File: src/rtl/reward_sequencer.sv
// Shares one registered reward decoder among N_AGENT agents: grant, drive levels, wait one cycle, return the reward.
// Define RSEQ_FIXED_PRIO_EN for lowest-index-wins arbitration; round-robin is the default.
module reward_sequencer #(
  parameter int N_AGENT = 4,
  parameter int AGENT_W = 2,
  parameter int L_WIDTH = 4,
  parameter int R_WIDTH = 16
) (
  input  logic                          clk,
  input  logic                          rst,
  input  logic [N_AGENT-1:0]            req,
  input  logic [N_AGENT*4*L_WIDTH-1:0]  l_in,
  output logic [N_AGENT-1:0]            ack,
  output logic [L_WIDTH-1:0]            rd_l0,
  output logic [L_WIDTH-1:0]            rd_l1,
  output logic [L_WIDTH-1:0]            rd_l2,
  output logic [L_WIDTH-1:0]            rd_l3,
  input  logic signed [R_WIDTH-1:0]     rd_r,
  output logic                          r_valid,
  input  logic                          r_ready,
  output logic [AGENT_W-1:0]            r_agent,
  output logic signed [R_WIDTH-1:0]     r_data,
  output logic                          busy
);

  // Result handshake: r_data/r_agent are stable while r_valid is high; the
  // transfer happens on a rising edge where r_valid && r_ready.
  typedef enum logic [1:0] {IDLE, ISSUE, WAIT, HOLD} state_e;

  state_e                      state_q, state_d;
  logic [N_AGENT-1:0]          ack_q, ack_d;
  logic [L_WIDTH-1:0]          rd_l0_q, rd_l0_d, rd_l1_q, rd_l1_d;
  logic [L_WIDTH-1:0]          rd_l2_q, rd_l2_d, rd_l3_q, rd_l3_d;
  logic                        r_valid_q, r_valid_d;
  logic [AGENT_W-1:0]          r_agent_q, r_agent_d;
  logic signed [R_WIDTH-1:0]   r_data_q, r_data_d;

  logic [AGENT_W-1:0]          winner;
  logic                        found;

`ifdef RSEQ_FIXED_PRIO_EN
  // Descending scan so the lowest requesting index is the last one written.
  always_comb begin
    winner = '0;
    found  = 1'b0;
    for (int i = N_AGENT - 1; i >= 0; i--) begin
      if (req[AGENT_W'(i)]) begin
        winner = AGENT_W'(i);
        found  = 1'b1;
      end
    end
  end
`else
  logic [AGENT_W-1:0] last_grant_q, last_grant_d;
  int                 idx;
  logic [AGENT_W-1:0] idx_w;

  // Search begins one past the previous winner and wraps modulo N_AGENT.
  always_comb begin
    winner = '0;
    found  = 1'b0;
    idx    = 0;
    idx_w  = '0;
    for (int i = 1; i <= N_AGENT; i++) begin
      idx   = (int'(last_grant_q) + i) % N_AGENT;
      idx_w = AGENT_W'(idx);
      if (!found && req[idx_w]) begin
        winner = idx_w;
        found  = 1'b1;
      end
    end
  end

  always_comb begin
    last_grant_d = last_grant_q;
    if (state_q == IDLE && found) last_grant_d = winner;
  end

  always_ff @(posedge clk or posedge rst) begin
    if (rst) last_grant_q <= AGENT_W'(N_AGENT - 1);
    else     last_grant_q <= last_grant_d;
  end
`endif

  always_comb begin
    state_d   = state_q;
    ack_d     = '0;
    rd_l0_d   = rd_l0_q;
    rd_l1_d   = rd_l1_q;
    rd_l2_d   = rd_l2_q;
    rd_l3_d   = rd_l3_q;
    r_valid_d = r_valid_q;
    r_agent_d = r_agent_q;
    r_data_d  = r_data_q;
    case (state_q)
      IDLE: begin
        if (found) begin
          ack_d[winner] = 1'b1;
          r_agent_d     = winner;
          rd_l0_d       = l_in[(4*int'(winner)+0)*L_WIDTH +: L_WIDTH];
          rd_l1_d       = l_in[(4*int'(winner)+1)*L_WIDTH +: L_WIDTH];
          rd_l2_d       = l_in[(4*int'(winner)+2)*L_WIDTH +: L_WIDTH];
          rd_l3_d       = l_in[(4*int'(winner)+3)*L_WIDTH +: L_WIDTH];
          state_d       = ISSUE;
        end
      end
      // The decoder registers rd_l* at the end of ISSUE, so rd_r is valid in WAIT.
      ISSUE: state_d = WAIT;
      WAIT: begin
        r_data_d  = rd_r;
        r_valid_d = 1'b1;
        state_d   = HOLD;
      end
      HOLD: begin
        if (r_ready) begin
          r_valid_d = 1'b0;
          state_d   = IDLE;
        end
      end
      default: state_d = IDLE;
    endcase
  end

  always_ff @(posedge clk or posedge rst) begin
    if (rst) begin
      state_q   <= IDLE;
      ack_q     <= '0;
      rd_l0_q   <= '0;
      rd_l1_q   <= '0;
      rd_l2_q   <= '0;
      rd_l3_q   <= '0;
      r_valid_q <= 1'b0;
      r_agent_q <= '0;
      r_data_q  <= '0;
    end else begin
      state_q   <= state_d;
      ack_q     <= ack_d;
      rd_l0_q   <= rd_l0_d;
      rd_l1_q   <= rd_l1_d;
      rd_l2_q   <= rd_l2_d;
      rd_l3_q   <= rd_l3_d;
      r_valid_q <= r_valid_d;
      r_agent_q <= r_agent_d;
      r_data_q  <= r_data_d;
    end
  end

  assign ack     = ack_q;
  assign rd_l0   = rd_l0_q;
  assign rd_l1   = rd_l1_q;
  assign rd_l2   = rd_l2_q;
  assign rd_l3   = rd_l3_q;
  assign r_valid = r_valid_q;
  assign r_agent = r_agent_q;
  assign r_data  = r_data_q;
  assign busy    = (state_q != IDLE);

endmodule

File: config.mk
export PLATFORM = sky130hd
export DESIGN_NAME = reward_sequencer
export DESIGN_NICKNAME = d
export VERILOG_FILES = /design/src/rtl/reward_sequencer.sv
export SDC_FILE = /design/constraint.sdc
export NUM_CORES = 1
export LEC_CHECK = 0
export ABC_CLOCK_PERIOD_IN_PS = 2080
export BUFFER_PORTS_ARGS = -buffer_cell sky130_fd_sc_hd__buf_4
export CORE_UTILIZATION = 45
export DETAILED_ROUTE_END_ITERATION = 10
export PLACE_DENSITY = 0.8
export SYNTH_ARGS = -nofsm -noshare
export SYNTH_HDL_FRONTEND = slang
export SYNTH_SLANG_ARGS = --single-unit
File: constraint.sdc
create_clock -name clk -period 2.08 [get_ports clk]
set_clock_uncertainty 0.1 [all_clocks]
set_input_delay 0.52 -clock clk [delete_from_list [all_inputs] [get_ports clk]]
set_output_delay 0.52 -clock clk [all_outputs]
set_load 0.02 [all_outputs]
# Word-level counts from Yosys, hierarchy flattened
# Index checks and enable logic that the tools add are counted.
[totals] inputBits=87 regBits=43 out_inout_bits=40
[op_classes] addsub=7 n_shift=4 reduce_logical=14 magnitude_cmp=6 mux=25 n_eq_ne=5
[op_table] operator="indexed part select 64 x 8 -> 4 bit" n=3
[op_table] operator="indexed part select 64 x 7 -> 4 bit" n=1
[op_table] operator="less-than comparator 2 x 3 -> 1 bit (second input constant)" n=5
[op_table] operator="two-way mux 2 bit" n=6
[op_table] operator="adder 4 x 2 -> 5 bit (second input constant)" n=2
[op_table] operator="two-way mux 1 bit" n=10
[op_table] operator="binary-select mux 1 bit (select 2 bit)" n=4
[op_table] operator="two-way mux 4 bit" n=2
[op_table] operator="case mux 2 bit (4 select lines)" n=1
[op_table] operator="AND reduction 2 bit" n=3
[op_table] operator="adder 4 x 1 -> 5 bit (second input constant)" n=1
[op_table] operator="logical AND 1 bit" n=5
[op_table] operator="adder 2 x 1 -> 2 bit (second input constant)" n=2
[op_table] operator="adder 2 bit (second input constant)" n=2
[op_table] operator="== test 2 bit (second input constant)" n=2
[op_table] operator="inequality test 2 bit (second input constant)" n=2
[op_table] operator="nonzero test 2 bit" n=2
[op_table] operator="zero test 1 bit" n=3
[op_table] operator="demux 1 bit (select 2 bit)" n=1
[op_table] operator="== test 2 x 1 -> 1 bit (second input constant)" n=1
[op_table] operator="greater-or-equal comparator 2 x 1 -> 1 bit (second input constant)" n=1
[op_table] operator="zero test 2 bit" n=1
[op_table] operator="case mux 1 bit (2 select lines)" n=1

# Longest topological paths before layout
# Gate-level depths: netlist of the first run.
[depth] depth_word=19 ltp_mapped=8

# Worst setup path before layout of the first run
# OpenSTA, ideal clock, no wires.
[synth_path] kind="flip-flop to flip-flop" from="register state_q[0]" to="register rd_l2_q[0], in the netlist rd_l2[0]" arrival_time_ps=1689 slack_ps=157 stages_incl_launch_ff=9 synth_period_minus_slack_ps=1923 setup_ps=134 t_required_ps=1846 cell_sequence="dfrtp_1 -> inv_1 -> ha_1 -> inv_1 -> nor2_1 -> nand2_4 -> buf_4 -> a211oi_2 -> a211oi_2"
[synth_between] elab_chain_cells=2
[synth_rtl] element="start: declaration" line_no="30" source="state_e state_q, state_d;"
[synth_rtl] element="start signal: assignment" line_no="136" source="state_q <= state_d;"
[synth_rtl] element="zero test 2 bit" line_no="95" source="case (state_q)"
[synth_rtl] element="AND reduction 2 bit (no source line)"
[synth_rtl] element="end signal: assignment" line_no="140" source="rd_l2_q <= rd_l2_d;"
[synth_rtl] element="end: declaration" line_no="33" source="logic [L_WIDTH-1:0] rd_l2_q, rd_l2_d, rd_l3_q, rd_l3_d;"
# Every way passes these cells.
# A chain may end at the register's enable or synchronous reset.

# Worst setup path in the final report of the first run
[layout_path] from="register last_grant_q[0]" to="register rd_l3_q[2], in the netlist rd_l3[2]"
[layout_between] elab_chain_cells=15 elab_cells_between_ends=29 cone_classes="add/sub: 5; shift: 1; mux: 16; reduce/logical: 7"
[layout_rtl] element="start: declaration" line_no="54" source="logic [AGENT_W-1:0] last_grant_q, last_grant_d;"
[layout_rtl] element="start signal: assignment" line_no="80" source="if (rst) last_grant_q <= AGENT_W'(N_AGENT - 1);"
[layout_rtl] element="start signal: assignment" line_no="81" source="else last_grant_q <= last_grant_d;"
[layout_rtl] element="adder 2 x 1 -> 2 bit" line_no="65" source="idx = (int'(last_grant_q) + i) % N_AGENT;"
[layout_rtl] element="binary-select mux 1 bit (select 2 bit)" line_no="67" source="if (!found && req[idx_w]) begin"
[layout_rtl] element="two-way mux 1 bit (implied by the code)" line_no="67"
[layout_rtl] element="two-way mux 1 bit" line_no="67"
[layout_rtl] element="zero test 1 bit" line_no="67"
[layout_rtl] element="logical AND 1 bit" line_no="67"
[layout_rtl] element="two-way mux 1 bit" line_no="67"
[layout_rtl] element="zero test 1 bit" line_no="67"
[layout_rtl] element="logical AND 1 bit" line_no="67"
[layout_rtl] element="two-way mux 1 bit" line_no="67"
[layout_rtl] element="zero test 1 bit" line_no="67"
[layout_rtl] element="logical AND 1 bit" line_no="67"
[layout_rtl] element="two-way mux 2 bit" line_no="67"
[layout_rtl] element="adder 4 x 2 -> 5 bit" line_no="103" source="rd_l3_d = l_in[(4*int'(winner)+3)*L_WIDTH +: L_WIDTH];"
[layout_rtl] element="indexed part select 64 x 8 -> 4 bit" line_no="103"
[layout_rtl] element="end signal: assignment" line_no="141" source="rd_l3_q <= rd_l3_d;"
[layout_rtl] element="end: declaration" line_no="33"
# Several ways; a longest one is shown, not always the timed one. The select of a mux whose other input is x is not followed.

==> results of run 1 <==
-- Yosys cell counts, types with 2 or more instances --
cell type	instances
a211oi_1	8
a211oi_2	24
a21oi_1	5
a31oi_1	16
and3_1	2
buf_12	2
buf_6	3
clkbuf_1	6
dfrtp_1	41
dfstp_2	2
ha_1	3
inv_1	22
mux2_2	16
mux2i_1	16
nand2_1	3
nor2_1	23
nor2b_1	2
nor2b_2	2
o21ai_1	2
o21ai_4	2
-- sequential cells by signal, summed over array words and instances, names as in the netlist, 4 cells and up --
| signal | flops |
|---|---|
| rd_l0 | 4 |
| r_data | 16 |
| rd_l2 | 4 |
| rd_l1 | 4 |
| ack | 4 |
| rd_l3 | 4 |
-- critical path, stage by stage (launching register included) --
cell,delay [ns]
dfstp_2,0.57
nor2b_2,0.06
buf_4,0.14
o21ai_4,0.14
and3_2,0.23
buf_12,0.21
mux2i_1,0.28
a211oi_2,0.10
-- metal layers --
| metal | GRT usage, % | share of wire, % | vias up |
|---|---|---|---|
| met1 | 26.6 | 39 | 1058 |
| met3 | 2.81 | 3.7 | 7 |
| li1 | - | - | 1037 |
| met4 | 9.01 | 1.3 | 0 |
| met2 | 39.7 | 56 | 54 |
| met5 | 0 | 0 | - |
-- per-stage QoR --
stage                     power [uW]  util, %  setup TNS (ns)
after floorplan                 3410        -               0
after global placement          4350     68.1           -2.47
after detailed placement        4440     68.1           -4.02
after CTS                       5100     70.4               0
after global routing            5380     70.5               0
final                           5070     70.5               0
-- how the worst max path moves through the flow --
stage	startpoint	end	depth (start not counted)
floorplan	state_q[0]	rd_l2[0]	8
global placement	req[1]	rd_l0[1]	5
detailed placement	req[3]	rd_l1[2]	5
CTS	last_grant_q[1]	rd_l1[2]	6
global route	last_grant_q[0]	rd_l2[2]	7
finish	last_grant_q[0]	rd_l3[2]	7
-- area by class of cell --
type                            count  area share (%)
Multi-Input combinational cell    135            31.8
Timing Repair Buffer              143            30.5
Sequential cell                    43            29.9
Tap cell                           70            2.43
Inverter                           22            2.29
Clock buffer                        6            2.01
Clock inverter                      2            1.04
-- where the power goes --
part	switching, uW	total (uW)	internal (uW)
clock network	281	639	358
logic	1590	2940	1360
registers	225	1490	1260
-- kinds of logic after synthesis --
kind of cell,Yosys count,share of synthesized area [%]
flops,43,44.9
mux,32,14.2
simple gates,40,8.18
buf+inv,36,8.13
fa+ha+maj,3,1.56
compound gates,60,23.0
==> impl_metrics.toml, run 1 <==
[sta]
max_freq_mhz = 508
drv_slew = 0
setup_viol = 0
finalHoldViolCount = 0
period_share_pct = 94.6
worstMarginPinSlew_ns = 0.547
grt_setup_unrepaired = "false"
setup_ws_ns = 0.112
whs_ns = 0.166
min_period_ns = 1.97
relSlewSlack_pct = 63.5

[logic_synthesis]
synthTopCellsByArea = "dfrtp_1 (43%), a211oi_2 (13%), mux2_2 (7.5%), mux2i_1 (6.7%), a31oi_1 (4.2%)"
ys_async_sr_fraction_pct = 100
yosys.area.top_type = "dfrtp_1"
netlist_area_mm2 = 0.00240
synth_nets = 304
yosys_warnings = 0
synth_edf_count = 0
ys_seq_elements = 43
syn-mean-instance-area_um2 = 11.2
ys_seq_area_share_pct = 44.9
syn_inst = 214
synthFlopType = "dfrtp_1"
ys_types = 34
synth_top_area_share_pct = 42.7

[routing]
drt-initial-drc-count = 79
drtAntennaViolNets = 0
via_per_inst = 5.12
wl_per_cell_um = 14.7
drt_wl_total_mm = 6.19
vias = 2156
post-route-drc-count = 0
drt_first_pass_iters = 6

[global_route]
grt_pass1_wl_mm = 9.27
antenna_found_initial = 0
grt_overflow = 0
grt_pass1_vias = 2060
grt_max_degree = 27
gr-usage-all-layers_pct = 22.1

[placed_design]
placed_area_mm2 = 0.00348
dp_hpwl_mm = 4.76
pre_cts_slack_ns = -0.272
dp.cells = 413
gp_congestion = 0.723
portBuffers = 126

[clocking]
htree_levels = 2
clockRootBuffer = "clkbuf_8"
cts_buffer_depth = 2
cts_resized = 1
path_clk_slew_ns = 0.08
cts-buffers-inserted = 5
clk_latency_ns = 0.29
cts.sinks = 43
postCtsHoldBufs = 0
tritoncts = "done"
cts_setup_buffers = 0

[critical_path]
endpoint_kind = "flop"
reg2reg_from = "last_grant_q[0]"
reg2reg_to = "rd_l3[2]"
r2r_slack_ns = 0.11
required_ns = 2.14
path_max_fanout = 26
rr_worst_depth = 7
start_kind = "flop"
crit_arrival_ns = 2.03
critPathKind = "reg -> reg"

[floorplanning]
fp.coreArea_mm2 = 0.00511
die_w_um = 75.0
initial_core_util_pct = 47.0
io_pins = 127
row_count = 26
die_h_um = 75.0
die-area_mm2 = 0.00563

[cells_and_area]
regArea_mm2 = 0.00108
instances_no_fill = 421
synthToLayoutAreaGrowth_pct = 50.0
multi_input_area_mm2 = 0.00114
diodes = 0
final_common_cell = "buf_4"
fin_nets = 440
fillerInstances = 400
layout-drive-gt1-share_pct = 57.5
postLayoutCellArea_mm2 = 0.00360
final_cell_mix = "buf_4 (141), dfrtp_1 (41), a211oi_2 (24)"

[power]
max-vdd-ir-drop_uv = 795
powerDensity_mw_per_mm2 = 1410
p_leak_uw = 0.00173

[worst_hold_path]
hold_class = "in -> async"

[flow_run]
cap_violations = 0

[run_status]
outcome = "finished, final reports clean"
Note: power is estimated with default switching activity, not from simulation.
==> run 2, diff against run 1 <==
--- a/config.mk
+++ b/config.mk
@@ -9,7 +9,7 @@
 export BUFFER_PORTS_ARGS = -buffer_cell sky130_fd_sc_hd__buf_4
 export CORE_UTILIZATION = 45
 export DETAILED_ROUTE_END_ITERATION = 10
-export PLACE_DENSITY = 0.8
+export PLACE_DENSITY_LB_ADDON = 0.25
 export SYNTH_ARGS = -nofsm -noshare
 export SYNTH_HDL_FRONTEND = slang
 export SYNTH_SLANG_ARGS = --single-unit
==> impl_metrics.toml, run 2 (synthesized netlist as in run 1, its figures left out) <==
[sta]
drv_slew = 0
period_share_pct = 94.7
finalHoldViolCount = 0
min_period_ns = 1.97
setup_ws_ns = 0.109
grt_setup_unrepaired = "false"
relSlewSlack_pct = 63.5
max_freq_mhz = 507
worstMarginPinSlew_ns = 0.546
setup_viol = 0

[floorplanning]
fp.coreArea_mm2 = 0.00511
die-area_mm2 = 0.00563
initial_core_util_pct = 47.0
die_h_um = 75.0
die_w_um = 75.0
row_count = 26
io_pins = 127

[cells_and_area]
final_common_cell = "buf_4"
fin_util_pct = 71.0
instances_no_fill = 422
layout-drive-gt1-share_pct = 58.0
postLayoutCellArea_mm2 = 0.00362
fin_nets = 441
synthToLayoutAreaGrowth_pct = 51.0
final_cell_mix = "buf_4 (141), dfrtp_1 (41), a211oi_2 (24)"
diodes = 0
largest_reg_flops = 16

[clocking]
cts_resized = 1
cts-buffers-inserted = 5
cts_setup_buffers = 0
cts.sinks = 43
tritoncts = "done"
htree_levels = 2
clk_latency_ns = 0.29
clockRootBuffer = "clkbuf_8"
postCtsHoldBufs = 0
path_clk_slew_ns = 0.09
cts_buffer_depth = 2

[power]
swShare_pct = 40.8
max-vdd-ir-drop_uv = 799
pwr-share-comb_pct = 57.6
p_leak_uw = 0.00175
power_uw = 5130
powerDensity_mw_per_mm2 = 1410
seq_power_share_pct = 29.0
p_int_uw = 3040
pwr-share-clk_pct = 13.4
switchingPower_uw = 2090

[routing]
routed.top_layer = "met4"
via_per_inst = 5.10
dr_wl_met3_um = 382
drt-initial-drc-count = 102
drt_first_pass_iters = 4
vias = 2152
post-route-drc-count = 0
drt_wl_total_mm = 6.17
wl_met1_mm = 2.51
wl_met2_mm = 3.20
drtAntennaViolNets = 0
wl_per_cell_um = 14.6

[flow_run]
cap_violations = 0

[placed_design]
gp_congestion = 0.794
pre_cts_slack_ns = -0.232
placed_area_mm2 = 0.00350
dp_hpwl_mm = 4.49
dp.cells = 414
portBuffers = 126

[critical_path]
required_ns = 2.14
path_max_fanout = 23
start_kind = "flop"
endpoint_kind = "flop"
rr_worst_depth = 7
crit_arrival_ns = 2.03
critPathKind = "reg -> reg"

[global_route]
grt_max_degree = 44
grt_pass1_vias = 2050
grt_pass1_wl_mm = 9.40
gr-usage-all-layers_pct = 22.2
grt_overflow = 0
antenna_found_initial = 0

[run_status]
outcome = "finished, final reports clean"

[worst_hold_path]
hold_class = "in -> async"
run 2: critical path, stage by stage (launching register included):
cell and delay [ns]:
dfstp_2 0.58, nor2b_2 0.06, buf_4 0.14, o21ai_4 0.14
and3_2 0.26, buf_12 0.20, mux2i_1 0.26, a211oi_2 0.09
run 2: power by group through the flow:
stage,clock (uW),sequential (uW),combinational (uW)
floorplan,0,1920,1490
global placement,0,1480,2910
detailed placement,0,1500,2970
CTS,705,1490,2980
global route,730,1540,3200
finish,688,1490,2950
run 2: cell type report:
type | instances | area [um^2]
Clock buffer | 6 | 82.6
Clock inverter | 2 | 38.8
Fill cell | 414 | 1480
Inverter | 22 | 82.6
Multi-Input combinational cell | 135 | 1140
Sequential cell | 43 | 1080
Tap cell | 70 | 87.6
Timing Repair Buffer | 144 | 1120
run 2: final timing paths:
| kind | to | slack (ns) | from |
|---|---|---|---|
| min in group clk | r_valid | 0.30 | r_ready |
| setup / recovery | rd_l0[3] | 0.11 | last_grant_q[0] |
| hold reg to reg | r_agent[1] | 0.38 | r_agent[1] |
| hold / removal | rd_l3[0] | 0.16 | rst |
| setup reg to reg | rd_l0[3] | 0.11 | last_grant_q[0] |
| max in group asynchronous | last_grant_q[0] | 1.46 | rst |
run 2: metal layers:
layer / vias to the layer above / track usage (%)
met1: 1034 / 26.1
met3: 9 / 5.35
met4: 0 / 5.03
met2: 72 / 40.8
li1: 1037 / -
met5: - / 0
run 2: per-stage QoR:
stage / setup TNS (ns) / hold WS (ns)
floorplan: 0 / 0.400
global placement: -3.21 / 0.363
detailed placement: -3.53 / 0.366
CTS: 0 / 0.167
global route: 0 / 0.170
finish: 0 / 0.157
